===== src/rtl/adc_mc_sample_ctrl_regs_if.sv =====
// app_axi req/ack register access bundle.
// Master drives requests, slave returns one-cycle acks.
interface adc_mc_sample_ctrl_regs_if #(
  parameter int AW = 16,
  parameter int DW = 32
);
  logic          rreq;
  logic [AW-1:0] raddr;
  logic          rack;
  logic [DW-1:0] rdata;
  logic          wreq;
  logic [AW-1:0] waddr;
  logic [DW-1:0] wdata;
  logic          wack;

  modport master (
    output rreq, raddr, wreq, waddr, wdata,
    input  rack, rdata, wack
  );
  modport slave (
    input  rreq, raddr, wreq, waddr, wdata,
    output rack, rdata, wack
  );
endinterface


===== src/rtl/adc_mc_sample_ctrl_regs.sv =====
// ADC multi-channel register bank and control sequencer:
// per-channel config, sticky status, start/trig/update, reset FSM, irq.
module adc_mc_sample_ctrl_regs #(
  parameter int S_AXI_DATA_WIDTH = 32,
  parameter int S_AXI_ADDR_WIDTH = 16,
  parameter int NUM_CH           = 4,
  parameter int DRAIN_TIMEOUT    = 65535,
  parameter int FLUSH_CYC        = 4
) (
  input  logic                   clk,
  input  logic                   rstn,
  adc_mc_sample_ctrl_regs_if.slave app_axi,
  output logic [64*NUM_CH-1:0]   cfg_start_addr,
  output logic [64*NUM_CH-1:0]   cfg_end_addr,
  output logic [32*NUM_CH-1:0]   cfg_sample_num,
  output logic [32*NUM_CH-1:0]   cfg_pre_sample_num,
  output logic [NUM_CH-1:0]      sample_start,
  output logic [NUM_CH-1:0]      sample_trig,
  output logic [NUM_CH-1:0]      update_config,
  input  logic [NUM_CH-1:0]      sample_busy,
  input  logic [NUM_CH-1:0]      sample_done,
  input  logic [NUM_CH-1:0]      sample_err,
  input  logic [NUM_CH-1:0]      move_busy,
  input  logic [NUM_CH-1:0]      move_done,
  input  logic [NUM_CH-1:0]      move_err,
  input  logic [64*NUM_CH-1:0]   move_addr,
  input  logic [64*NUM_CH-1:0]   rec_trig_addr,
  input  logic [64*NUM_CH-1:0]   rec_start_addr,
  input  logic [64*NUM_CH-1:0]   rec_end_addr,
  output logic [NUM_CH-1:0]      move_en,
  output logic [NUM_CH-1:0]      sample_reset_n,
  output logic [NUM_CH-1:0]      move_reset_n,
  output logic [NUM_CH-1:0]      data_buffer_reset_n,
  output logic [NUM_CH-1:0]      pkt_info_clr,
  output logic                   irq
);
  localparam logic [31:0] ID = 32'hF7DEC7A6;
  localparam int CMAX =
    (DRAIN_TIMEOUT > FLUSH_CYC) ? DRAIN_TIMEOUT : FLUSH_CYC;
  localparam int CW = $clog2(CMAX + 1);
  localparam logic [CW-1:0] TO_LAST = CW'(DRAIN_TIMEOUT - 1);
  localparam logic [CW-1:0] FL_LAST = CW'(FLUSH_CYC - 1);
  localparam logic [15:0] CHM = 16'((32'd1 << NUM_CH) - 32'd1);

  typedef enum logic [1:0] {
    S_IDLE, S_ASSERT, S_DRAIN, S_FLUSH
  } rst_st_t;

  logic [S_AXI_ADDR_WIDTH-1:0] wa, ra;
  logic [S_AXI_DATA_WIDTH-1:0] wd, rd_val;
  logic [7:0] wo, ro;
  logic wg;
  logic [NUM_CH-1:0] wr_start, wr_reset, wr_update;
  logic [NUM_CH-1:0] pend_v, busy_v, done_v, err_v;
  logic [31:0] irq_en, irq_pend;
  logic [31:0] ch_rd [NUM_CH];

  assign wa = app_axi.waddr;
  assign ra = app_axi.raddr;
  assign wd = app_axi.wdata;
  assign wo = wa[7:0];
  assign ro = ra[7:0];
  assign wg = app_axi.wreq && (wa[15:8] == 8'h00);
  assign wr_start  = (wg && wo == 8'h08) ? wd[NUM_CH-1:0] : '0;
  assign wr_reset  = (wg && wo == 8'h0C) ? wd[NUM_CH-1:0] : '0;
  assign wr_update = (wg && wo == 8'h10) ? wd[NUM_CH-1:0] : '0;
  assign irq_pend  = {16'(err_v), 16'(done_v)} & irq_en;

  always_ff @(posedge clk or negedge rstn) begin
    if (!rstn) begin
      app_axi.rack  <= 1'b0;
      app_axi.wack  <= 1'b0;
      app_axi.rdata <= '0;
      irq_en        <= '0;
      irq           <= 1'b0;
    end else begin
      app_axi.rack <= app_axi.rreq;
      app_axi.wack <= app_axi.wreq;
      if (app_axi.rreq) app_axi.rdata <= rd_val;
      if (wg && wo == 8'h14) irq_en <= wd & {CHM, CHM};
      irq <= |irq_pend;
    end
  end

  always_comb begin
    rd_val = '0;
    if (ra[15:8] == 8'h00) begin
      case (ro)
        8'h00:   rd_val = ID;
        8'h04:   rd_val = 32'(NUM_CH);
        8'h08:   rd_val = 32'(pend_v);
        8'h0C:   rd_val = 32'(busy_v);
        8'h14:   rd_val = irq_en;
        8'h18:   rd_val = irq_pend;
        default: rd_val = '0;
      endcase
    end else if (ra[15:12] == 4'h1) begin
      for (int i = 0; i < NUM_CH; i++)
        if (ra[11:8] == 4'(i)) rd_val = ch_rd[i];
    end
  end

  for (genvar g = 0; g < NUM_CH; g++) begin : g_ch
    localparam logic [3:0] CH = 4'(g);
    rst_st_t st;
    logic [CW-1:0] cnt;
    logic [63:0] sa, ea;
    logic [31:0] sn, pn, clr, rd;
    logic tv, tm, tp, trig_q, ss_q, pend, upd_q, upd_o;
    logic md, me, sd, se, drop, tmo;
    logic men, srn, mrn, dbrn, pic;
    logic we, to_ev;

    assign we = app_axi.wreq && wa[15:12] == 4'h1
             && wa[11:8] == CH && srn;
    assign clr = (we && wo == 8'h1C) ? wd : '0;
    assign to_ev = st == S_DRAIN && move_busy[g] && cnt == TO_LAST;

    always_ff @(posedge clk or negedge rstn) begin
      if (!rstn) begin
        sa <= '0; ea <= '0; sn <= '0; pn <= '0;
        tv <= 1'b0; tm <= 1'b0; tp <= 1'b0; trig_q <= 1'b0;
        ss_q <= 1'b0; pend <= 1'b0;
        md <= 1'b0; me <= 1'b0; sd <= 1'b0; se <= 1'b0; drop <= 1'b0;
      end else if (!srn) begin
        sa <= '0; ea <= '0; sn <= '0; pn <= '0;
        tv <= 1'b0; tm <= 1'b0; tp <= 1'b0; trig_q <= 1'b0;
        ss_q <= 1'b0; pend <= 1'b0;
        md <= 1'b0; me <= 1'b0; sd <= 1'b0; se <= 1'b0; drop <= 1'b0;
      end else begin
        if (we) begin
          case (wo)
            8'h00: sa[31:0]  <= wd;
            8'h04: sa[63:32] <= wd;
            8'h08: ea[31:0]  <= wd;
            8'h0C: ea[63:32] <= wd;
            8'h10: sn        <= wd;
            8'h14: pn        <= wd;
            8'h18: begin
              tm <= wd[1];
              tv <= wd[0] & ~wd[1];
            end
            default: ;
          endcase
        end
        tp     <= we && wo == 8'h18 && wd[1] && wd[0];
        trig_q <= tm ? tp : tv;
        pend   <= wr_start[g];
        // a start that finds the sampler already busy is dropped
        if (pend && !sample_busy[g]) ss_q <= 1'b1;
        else if (sample_busy[g])     ss_q <= 1'b0;
        md   <= (md & ~clr[0])  | move_done[g];
        me   <= (me & ~clr[1])  | move_err[g];
        sd   <= (sd & ~clr[16]) | sample_done[g];
        se   <= (se & ~clr[17]) | sample_err[g];
        drop <= (drop & ~clr[19]) | (pend & sample_busy[g]);
      end
    end

    // timeout flag reports the reset outcome, so it survives the flush
    always_ff @(posedge clk or negedge rstn) begin
      if (!rstn) tmo <= 1'b0;
      else       tmo <= (tmo & ~clr[20]) | to_ev;
    end

    always_ff @(posedge clk or negedge rstn) begin
      if (!rstn) begin
        upd_q <= 1'b0;
        upd_o <= 1'b0;
      end else begin
        upd_q <= wr_update[g];
        upd_o <= upd_q;
      end
    end

    always_ff @(posedge clk or negedge rstn) begin
      if (!rstn) begin
        st <= S_IDLE; cnt <= '0;
        men <= 1'b0; srn <= 1'b0; mrn <= 1'b0;
        dbrn <= 1'b0; pic <= 1'b1;
      end else begin
        unique case (st)
          S_IDLE: begin
            mrn <= 1'b1; dbrn <= 1'b1;
            if (wr_reset[g]) begin
              st <= S_ASSERT;
              men <= 1'b0; srn <= 1'b0; pic <= 1'b1;
            end else begin
              men <= 1'b1; srn <= 1'b1; pic <= 1'b0;
            end
          end
          S_ASSERT: begin
            st <= S_DRAIN; cnt <= '0;
          end
          S_DRAIN: begin
            if (!move_busy[g] || cnt == TO_LAST) begin
              st <= S_FLUSH; cnt <= '0;
              mrn <= 1'b0; dbrn <= 1'b0;
            end else begin
              cnt <= cnt + CW'(1);
            end
          end
          S_FLUSH: begin
            if (cnt == FL_LAST) begin
              st <= S_IDLE;
              men <= 1'b1; srn <= 1'b1; pic <= 1'b0;
              mrn <= 1'b1; dbrn <= 1'b1;
            end else begin
              cnt <= cnt + CW'(1);
            end
          end
        endcase
      end
    end

    always_comb begin
      rd = '0;
      case (ro)
        8'h00: rd = sa[31:0];
        8'h04: rd = sa[63:32];
        8'h08: rd = ea[31:0];
        8'h0C: rd = ea[63:32];
        8'h10: rd = sn;
        8'h14: rd = pn;
        8'h18: rd = {30'd0, tm, tv};
        8'h1C: rd = {11'd0, tmo, drop, sample_busy[g], se, sd,
                     13'd0, move_busy[g], me, md};
        8'h20: rd = rec_start_addr[64*g +: 32];
        8'h24: rd = rec_start_addr[64*g+32 +: 32];
        8'h28: rd = rec_end_addr[64*g +: 32];
        8'h2C: rd = rec_end_addr[64*g+32 +: 32];
        8'h30: rd = rec_trig_addr[64*g +: 32];
        8'h34: rd = rec_trig_addr[64*g+32 +: 32];
        8'h38: rd = move_addr[64*g +: 32];
        8'h3C: rd = move_addr[64*g+32 +: 32];
        default: rd = '0;
      endcase
    end

    assign ch_rd[g] = rd;
    assign cfg_start_addr[64*g +: 64]     = sa;
    assign cfg_end_addr[64*g +: 64]       = ea;
    assign cfg_sample_num[32*g +: 32]     = sn;
    assign cfg_pre_sample_num[32*g +: 32] = pn;
    assign sample_start[g]        = ss_q;
    assign sample_trig[g]         = trig_q;
    assign update_config[g]       = upd_o;
    assign move_en[g]             = men;
    assign sample_reset_n[g]      = srn;
    assign move_reset_n[g]        = mrn;
    assign data_buffer_reset_n[g] = dbrn;
    assign pkt_info_clr[g]        = pic;
    assign pend_v[g] = pend;
    assign busy_v[g] = st != S_IDLE;
    assign done_v[g] = md | sd;
    assign err_v[g]  = me | se;
  end
endmodule


===== src/flat_wrapper.sv =====
// flat-port wrapper written by rule: the top's interface ports become plain ports
module adc_mc_sample_ctrl_regs_flat 
#(
  parameter int S_AXI_DATA_WIDTH = 32,
  parameter int S_AXI_ADDR_WIDTH = 16,
  parameter int NUM_CH           = 4,
  parameter int DRAIN_TIMEOUT    = 65535,
  parameter int FLUSH_CYC        = 4
)
  (clk, rstn, cfg_start_addr, cfg_end_addr, cfg_sample_num, cfg_pre_sample_num, sample_start, sample_trig, update_config, sample_busy, sample_done, sample_err, move_busy, move_done, move_err, move_addr, rec_trig_addr, rec_start_addr, rec_end_addr, move_en, sample_reset_n, move_reset_n, data_buffer_reset_n, pkt_info_clr, irq, app_axi_rreq, app_axi_raddr, app_axi_wreq, app_axi_waddr, app_axi_wdata, app_axi_rack, app_axi_rdata, app_axi_wack);
  adc_mc_sample_ctrl_regs_if #(.AW(16), .DW(32)) app_axi_i ();
  input  logic clk;
  input  logic rstn;
  output logic [64*NUM_CH-1:0] cfg_start_addr;
  output logic [64*NUM_CH-1:0] cfg_end_addr;
  output logic [32*NUM_CH-1:0] cfg_sample_num;
  output logic [32*NUM_CH-1:0] cfg_pre_sample_num;
  output logic [NUM_CH-1:0] sample_start;
  output logic [NUM_CH-1:0] sample_trig;
  output logic [NUM_CH-1:0] update_config;
  input  logic [NUM_CH-1:0] sample_busy;
  input  logic [NUM_CH-1:0] sample_done;
  input  logic [NUM_CH-1:0] sample_err;
  input  logic [NUM_CH-1:0] move_busy;
  input  logic [NUM_CH-1:0] move_done;
  input  logic [NUM_CH-1:0] move_err;
  input  logic [64*NUM_CH-1:0] move_addr;
  input  logic [64*NUM_CH-1:0] rec_trig_addr;
  input  logic [64*NUM_CH-1:0] rec_start_addr;
  input  logic [64*NUM_CH-1:0] rec_end_addr;
  output logic [NUM_CH-1:0] move_en;
  output logic [NUM_CH-1:0] sample_reset_n;
  output logic [NUM_CH-1:0] move_reset_n;
  output logic [NUM_CH-1:0] data_buffer_reset_n;
  output logic [NUM_CH-1:0] pkt_info_clr;
  output logic irq;
  input wire logic [$bits(app_axi_i.rreq)-1:0] app_axi_rreq;
  input wire logic [$bits(app_axi_i.raddr)-1:0] app_axi_raddr;
  input wire logic [$bits(app_axi_i.wreq)-1:0] app_axi_wreq;
  input wire logic [$bits(app_axi_i.waddr)-1:0] app_axi_waddr;
  input wire logic [$bits(app_axi_i.wdata)-1:0] app_axi_wdata;
  output wire logic [$bits(app_axi_i.rack)-1:0] app_axi_rack;
  output wire logic [$bits(app_axi_i.rdata)-1:0] app_axi_rdata;
  output wire logic [$bits(app_axi_i.wack)-1:0] app_axi_wack;
  assign app_axi_i.rreq = app_axi_rreq;
  assign app_axi_i.raddr = app_axi_raddr;
  assign app_axi_i.wreq = app_axi_wreq;
  assign app_axi_i.waddr = app_axi_waddr;
  assign app_axi_i.wdata = app_axi_wdata;
  assign app_axi_rack = app_axi_i.rack;
  assign app_axi_rdata = app_axi_i.rdata;
  assign app_axi_wack = app_axi_i.wack;
  adc_mc_sample_ctrl_regs #(.S_AXI_DATA_WIDTH(S_AXI_DATA_WIDTH), .S_AXI_ADDR_WIDTH(S_AXI_ADDR_WIDTH), .NUM_CH(NUM_CH), .DRAIN_TIMEOUT(DRAIN_TIMEOUT), .FLUSH_CYC(FLUSH_CYC)) u_core (.clk(clk), .rstn(rstn), .app_axi(app_axi_i), .cfg_start_addr(cfg_start_addr), .cfg_end_addr(cfg_end_addr), .cfg_sample_num(cfg_sample_num), .cfg_pre_sample_num(cfg_pre_sample_num), .sample_start(sample_start), .sample_trig(sample_trig), .update_config(update_config), .sample_busy(sample_busy), .sample_done(sample_done), .sample_err(sample_err), .move_busy(move_busy), .move_done(move_done), .move_err(move_err), .move_addr(move_addr), .rec_trig_addr(rec_trig_addr), .rec_start_addr(rec_start_addr), .rec_end_addr(rec_end_addr), .move_en(move_en), .sample_reset_n(sample_reset_n), .move_reset_n(move_reset_n), .data_buffer_reset_n(data_buffer_reset_n), .pkt_info_clr(pkt_info_clr), .irq(irq));
endmodule

===== config.mk =====
export PLATFORM = sky130hd
export DESIGN_NAME = adc_mc_sample_ctrl_regs_flat
export DESIGN_NICKNAME = d
export VERILOG_FILES = /design/src/rtl/adc_mc_sample_ctrl_regs_if.sv /design/src/rtl/adc_mc_sample_ctrl_regs.sv /design/src/flat_wrapper.sv
export SDC_FILE = /design/constraint.sdc
export NUM_CORES = 2
export LEC_CHECK = 0
export CAP_MARGIN = 15
export CELL_PAD_IN_SITES_DETAIL_PLACEMENT = 1
export CELL_PAD_IN_SITES_GLOBAL_PLACEMENT = 1
export CORE_AREA = 2 2 770 772
export DETAILED_ROUTE_END_ITERATION = 6
export DIE_AREA = 0 0 772 774
export PLACE_DENSITY = 0.33
export SETUP_SLACK_MARGIN = 0.1
export SLEW_MARGIN = 30
export SYNTH_ARGS = -nofsm -noshare
export SYNTH_HDL_FRONTEND = slang
export SYNTH_SLANG_ARGS = --single-unit

===== constraint.sdc =====
create_clock -name clk -period 3.5 [get_ports clk]
set_clock_uncertainty 0.15 [all_clocks]
set_input_delay 0.7 -clock clk [delete_from_list [all_inputs] [get_ports clk]]
set_output_delay 0.7 -clock clk [all_outputs]
set_load 0.05 [all_outputs]

# Word-level counts from Yosys, hierarchy flattened
# Cells that the tools add are included.
# classes
addsub,4
multipliers,0
n_div,0
magnitude_cmp,0
n_eq_ne,102
n_shift,0
mux,182
bitwise_logic,87
reduce_logical,125
# op_table
op,count
case mux 32 bit (16 select lines),4
two-way mux 64 bit,16
two-way mux 32 bit,28
case mux 16 bit (3 select lines),4
case mux 32 bit (6 select lines),1
two-way mux 16 bit,8
two-way mux 1 bit,86
two-way mux 21 bit,4
"inequality test 2 bit, second input constant",40
AND reduction 2 bit,36
"adder 16 x 1 -> 16 bit, second input constant",4
"== test 16 bit, second input constant",4
"== test 16 x 2 -> 1 bit, second input constant",4
"== test 8 x 5 -> 1 bit, second input constant",8
"== test 8 x 6 -> 1 bit, second input constant",8
logical AND 1 bit,42
"== test 8 x 4 -> 1 bit, second input constant",4
logical NOT 8 bit,4
bitwise OR 1 bit,32
case mux 2 bit (4 select lines),4
OR reduction 32 bit,1
bitwise AND 1 bit,29
NOT 1 bit,25
two-way mux 2 bit,12
other kinds (18),92
# totals
regBits,951
latch_bits,0
ramBits,0
mem_bits_ro,0
input_bits,1116
output_inout_bits,835
n_memories,0

# Depth between registers and ports, before layout
# depth
depth_word,10
ltp_mapped,13
mapped_depth_nobuf,9

# Least setup slack after synthesis
# OpenSTA, ideal clock, no wires.
# synth_timing
kind,in2reg
startpoint,input port app_axi_waddr[1]
endpoint,register u_core.g_ch[1].st[1]
setup_ps,128
t_arrival_ps,2784
required_time_ps,3222
path_slack_ps,439
cell_stages,9
n_path_buf,1
cell_sequence,or4_1 -> nor2_1 -> nand2_1 -> or2_2 -> buf_2 -> nor2_8 -> a21boi_1 -> a311oi_2 -> mux2_1
# synth_between
elab_chain_cells,5
# synth_rtl
item,line_no,text
start: declaration,flat_wrapper.sv:40,input wire logic [$bits(app_axi_i.waddr)-1:0] app_axi_waddr;
== test 8 x 4 -> 1 bit,adc_mc_sample_ctrl_regs.sv:65,assign wr_reset = (wg && wo == 8'h0C) ? wd[NUM_CH-1:0] : '0;
logical AND 1 bit,adc_mc_sample_ctrl_regs.sv:65,
two-way mux 4 bit,adc_mc_sample_ctrl_regs.sv:65,
inequality test 2 x 1 -> 1 bit (no source line),n/a,
AND reduction 3 bit (no source line),n/a,
end signal: assignment,adc_mc_sample_ctrl_regs.sv:178,st <= S_IDLE; cnt <= '0;
end signal: assignment,adc_mc_sample_ctrl_regs.sv:186,st <= S_ASSERT;
end signal: assignment,adc_mc_sample_ctrl_regs.sv:193,st <= S_DRAIN; cnt <= '0;
end: declaration,adc_mc_sample_ctrl_regs.sv:105,rst_st_t st;
# Every way passes these cells.
# A chain may end at the register's enable or synchronous reset.

# Worst setup path after layout
# layout_timing
startpoint,input port app_axi_raddr[7]
endpoint,register u_core.app_axi.rdata[5]
# layout_between
elab_chain_cells,8
word_cells_on_any_way,27
cone_classes,15 x eq/ne; 11 x mux; 1 x reduce/logical
# layout_rtl
item,line_no,text
start: declaration,flat_wrapper.sv:38,input wire logic [$bits(app_axi_i.raddr)-1:0] app_axi_raddr;
== test 8 x 6 -> 1 bit (tied with other cells),adc_mc_sample_ctrl_regs.sv:218,case (ro)
case mux 32 bit (16 select lines),adc_mc_sample_ctrl_regs.sv:218,
two-way mux 32 bit (4 in series),adc_mc_sample_ctrl_regs.sv:99,if (ra[11:8] == 4'(i)) rd_val = ch_rd[i];
two-way mux 32 bit,adc_mc_sample_ctrl_regs.sv:97,end else if (ra[15:12] == 4'h1) begin
two-way mux 32 bit (*),adc_mc_sample_ctrl_regs.sv:87,if (ra[15:8] == 8'h00) begin
end signal: assignment,adc_mc_sample_ctrl_regs.sv:79,if (app_axi.rreq) app_axi.rdata <= rd_val;
end: declaration,adc_mc_sample_ctrl_regs_if.sv:22,"output rack, rdata, wack"
# Every way passes the cells marked *; elsewhere a longest branch is shown, timed or not.

==> impl_metrics.tcl <==
set metrics [dict create \
    synth_mux_area_share_pct 1.670 \
    relSlewSlack_pct 21.68 \
    synth_compound_area_share_pct 24.73 \
    cp_slowest_cell "o2111ai_1" \
    grt_pass1_vias 68090 \
    wl_per_cell_um 48.80 \
    rsz0062_at_grt "true" \
    dp_hpwl_mm 685.0 \
    violations "design-rule violations, negative setup slack" \
    synthFlopType "dfrtp_1" \
    vias 68600 \
    die_area_um2 597500 \
    crit_buf_inv 6 \
    synth_adder_area_share_pct 0.5181 \
    slew_violations 0 \
    setup_viol 1 \
    portBuffers 1950 \
    root_buffer "clkbuf_16" \
    viasPerCell 4.120 \
    async_flop_share_pct 100.0 \
    antenna_found_initial 550 \
    leakage_uw 0.03570 \
    fp.coreArea_um2 588500 \
    mostFrequentLayoutCell "clkdlybuf4s50_1" \
    grt_usage_pct 26.13 \
    final_cell_count_no_fill 16650 \
    crit_fanout 8 \
    synth_xor_area_share_pct 0.8636 \
    gp_congestion 0.9105 \
    nets 9649 \
    gr-total-overflow 0 \
    p_per_area_nw_per_um2 361.2 \
    seqCellArea_um2 23800 \
    worstPathRequired_ns 4.17 \
    yosys_warnings 0 \
    multi_input_area_um2 24720 \
    yosys.area_share.simple_pct 19.50 \
    fmax_mhz 285.2 \
    layout-drive-gt1-share_pct 17.54 \
    final_cell_mix "clkdlybuf4s50_1 (1,845), nand2_1 (1,602), dfrtp_1 (946), a21oi_1 (901), buf_4 (737)" \
    synth_top_family_by_area "compound AO/OA/AOI/OAI gates" \
    drtIter0Drc 8107 \
    synth_cell_types 83 \
    area_delta_synth_final_pct 87.53 \
    place_inst 16160 \
    cap_violations 0 \
    synth_seq_cells 951 \
    grt_pass1_wl_mm 976.0 \
    clk_latency_ns 0.90 \
    fillCellCount 68520 \
    r2r_slack_ns 0.42 \
    clk_pin_slew_ns 0.07 \
    postSynthAreaPerCell_um2 8.476 \
    synthesis.nets 7120 \
    startpoint_type "input port" \
    pin_count 1951 \
    cts_tree "done" \
    end_kind "flip-flop" \
    firstDrtPassIters 7 \
    critPathKind "in2reg" \
    cpMostUsedCell "buf_4" \
    synth_edf_count 0 \
    arrival_ns 4.17 \
    crit_chain "clkdlybuf4s15_2 -> buf_4 -> buf_4 -> nor4bb_4 -> buf_4 -> buf_12 -> buf_4 -> a22oi_1 -> o2111ai_1 -> nor2_1 -> a2111o_1 -> a21oi_1" \
    start_util_pct 8.617 \
    seq_area_frac_synth_pct 46.94 \
    cts.path.max_buffers 4 \
    critPathTopFamily "compound AO/OA/AOI/OAI gates" \
    cts.sinks 951 \
    cts-buffers-inserted 154 \
    status "finished with violations" \
    hp-class "in2reg" \
    num_rows 282 \
    timing.final.ws_setup_ns -0.005971 \
    period_share_pct 100.2 \
    grt_max_degree 113 \
    antenna_left 0 \
    final_hold_viol_count 0 \
    finalWirelength_mm 812.5 \
    synthCells 5983 \
    die_x_um 772 \
    drc 8 \
    synth_area_um2 50710 \
    layout_min_cycle_time_ns 3.506 \
    fin_util_pct 16.16 \
    cp_slowest_stage_delay_ns 0.94 \
    worst_pin_slew_ns 1.174 \
    ir_drop_mv 0.3242 \
    die-height_um 774 \
    cts_max_level 4 \
]
cell families (layout without fill, tap and decap cells):
| family | after synthesis | count (layout) |
|---|---|---|
| flops | 951 | 951 |
| buf+inv | 623 | 3266 |
| xor+xnor | 50 | 50 |
| fa+ha+maj | 21 | 21 |
| simple gates | 2312 | 2312 |
| other cells | 0 | 214 |
| compound gates | 1949 | 1949 |
| mux | 77 | 77 |
state kept, by name, indices dropped and copies added, names as in the netlist, 8 cells and up:
name,count
u_core.g_ch.sa,256
u_core.g_ch.sn,128
u_core.irq_en,8
u_core.g_ch.st,8
u_core.app_axi.rdata,32
u_core.g_ch.ea,256
u_core.g_ch.cnt,64
u_core.g_ch.pn,128
Yosys cell counts, drive strengths merged, types with 41 or more instances:
cell type  count  area, um^2
mux2i         52       520.5
a21oi        905        4529
dfrtp        947       23700
o21ai         95       475.5
nor2         275        1204
nand3         96       480.5
nor3          41       210.2
buf          273        1619
nand2       1627        6107
xor2          41       359.1
clkbuf       320        1201
a222oi       103        1031
nand4        116       725.7
a22oi        621        4662
power breakdown:
part | internal [uW] | total [uW] | switching [uW]
registers | 11200 | 11500 | 324
clock network | 9420 | 16500 | 7050
logic | 2270 | 6370 | 4100
total | 22900 | 34400 | 11500
per-stage QoR:
step                      total power [uW]   TNS (ns)  cell area [um^2]  setup slack, ns  hold slack [ns]
after global placement               18070    -130.76             89280           -2.025           0.1963
final                                34350  -0.005971             95100        -0.005971          0.09860
after global routing                 35340          0             94800          0.09514          0.08996
after detailed placement             18140    -160.09             89350           -1.982           0.1858
after floorplan                      13470          0             50710           0.4387           0.1812
after CTS                            34920          0             94470          0.02464          0.02587
per-layer routing:
| layer | track usage [%] | wire length, um | vias to the layer above |
|---|---|---|---|
| li1 | - | - | 26880 |
| met3 | 10.39 | 90070 | 1221 |
| met2 | 41.68 | 363700 | 4326 |
| met1 | 31.57 | 320000 | 35880 |
| met5 | 0 | 1949 | - |
| met4 | 9.503 | 36770 | 302 |
worst paths after layout:
check / startpoint / endpoint / depth (start not counted)
worst max register to register: u_core.g_ch[1].sa[34]$_DFFE_PN0P_ / u_core.app_axi.rdata[2]$_DFFE_PN0P_ / 8
worst min register to register: u_core.g_ch[3].upd_q$_DFF_PN0_ / u_core.g_ch[3].upd_o$_DFF_PN0_ / 0
min in group asynchronous: rstn / u_core.g_ch[3].ea[38]$_DFFE_PN0P_ / 2
worst max-delay path: app_axi_raddr[7] / u_core.app_axi.rdata[5]$_DFFE_PN0P_ / 12
max in group asynchronous: rstn / u_core.g_ch[1].sa[44]$_DFFE_PN0P_ / 4
worst min-delay path: app_axi_wdata[3] / u_core.g_ch[3].pic$_DFFE_PN1P_ / 3
layout make-up:
cell class,instances,share of cell area [%]
multi-input cells,4409,25.99
clock buffers,235,4.798
clock inverters,35,0.4500
diodes,214,0.5631
well taps,7810,10.28
inverters,30,0.1500
repair buffers,2966,32.74
flip-flops and latches,951,25.03
worst register-to-register path, cell delays in order, from the launching register on:
cell and delay, ns:
dfrtp_1 0.49, mux4_2 0.52, a22oi_1 0.29, nand3_1 0.14, a2111oi_2 0.54, buf_4 0.26, o21ai_1 0.14, buf_12 0.22
a31o_2 0.21
repair_timing:
item / 4_1_cts / 5_1_grt
setup endpoints to repair: 43 / 13
resized for setup: 51 / 16
pin swaps: 6 / 7
hold buffers: 2 / 0
endpoints found under the hold margin: 117 / 0
setup buffers: 2 / 5
Note: power is estimated with default switching activity, not from simulation.
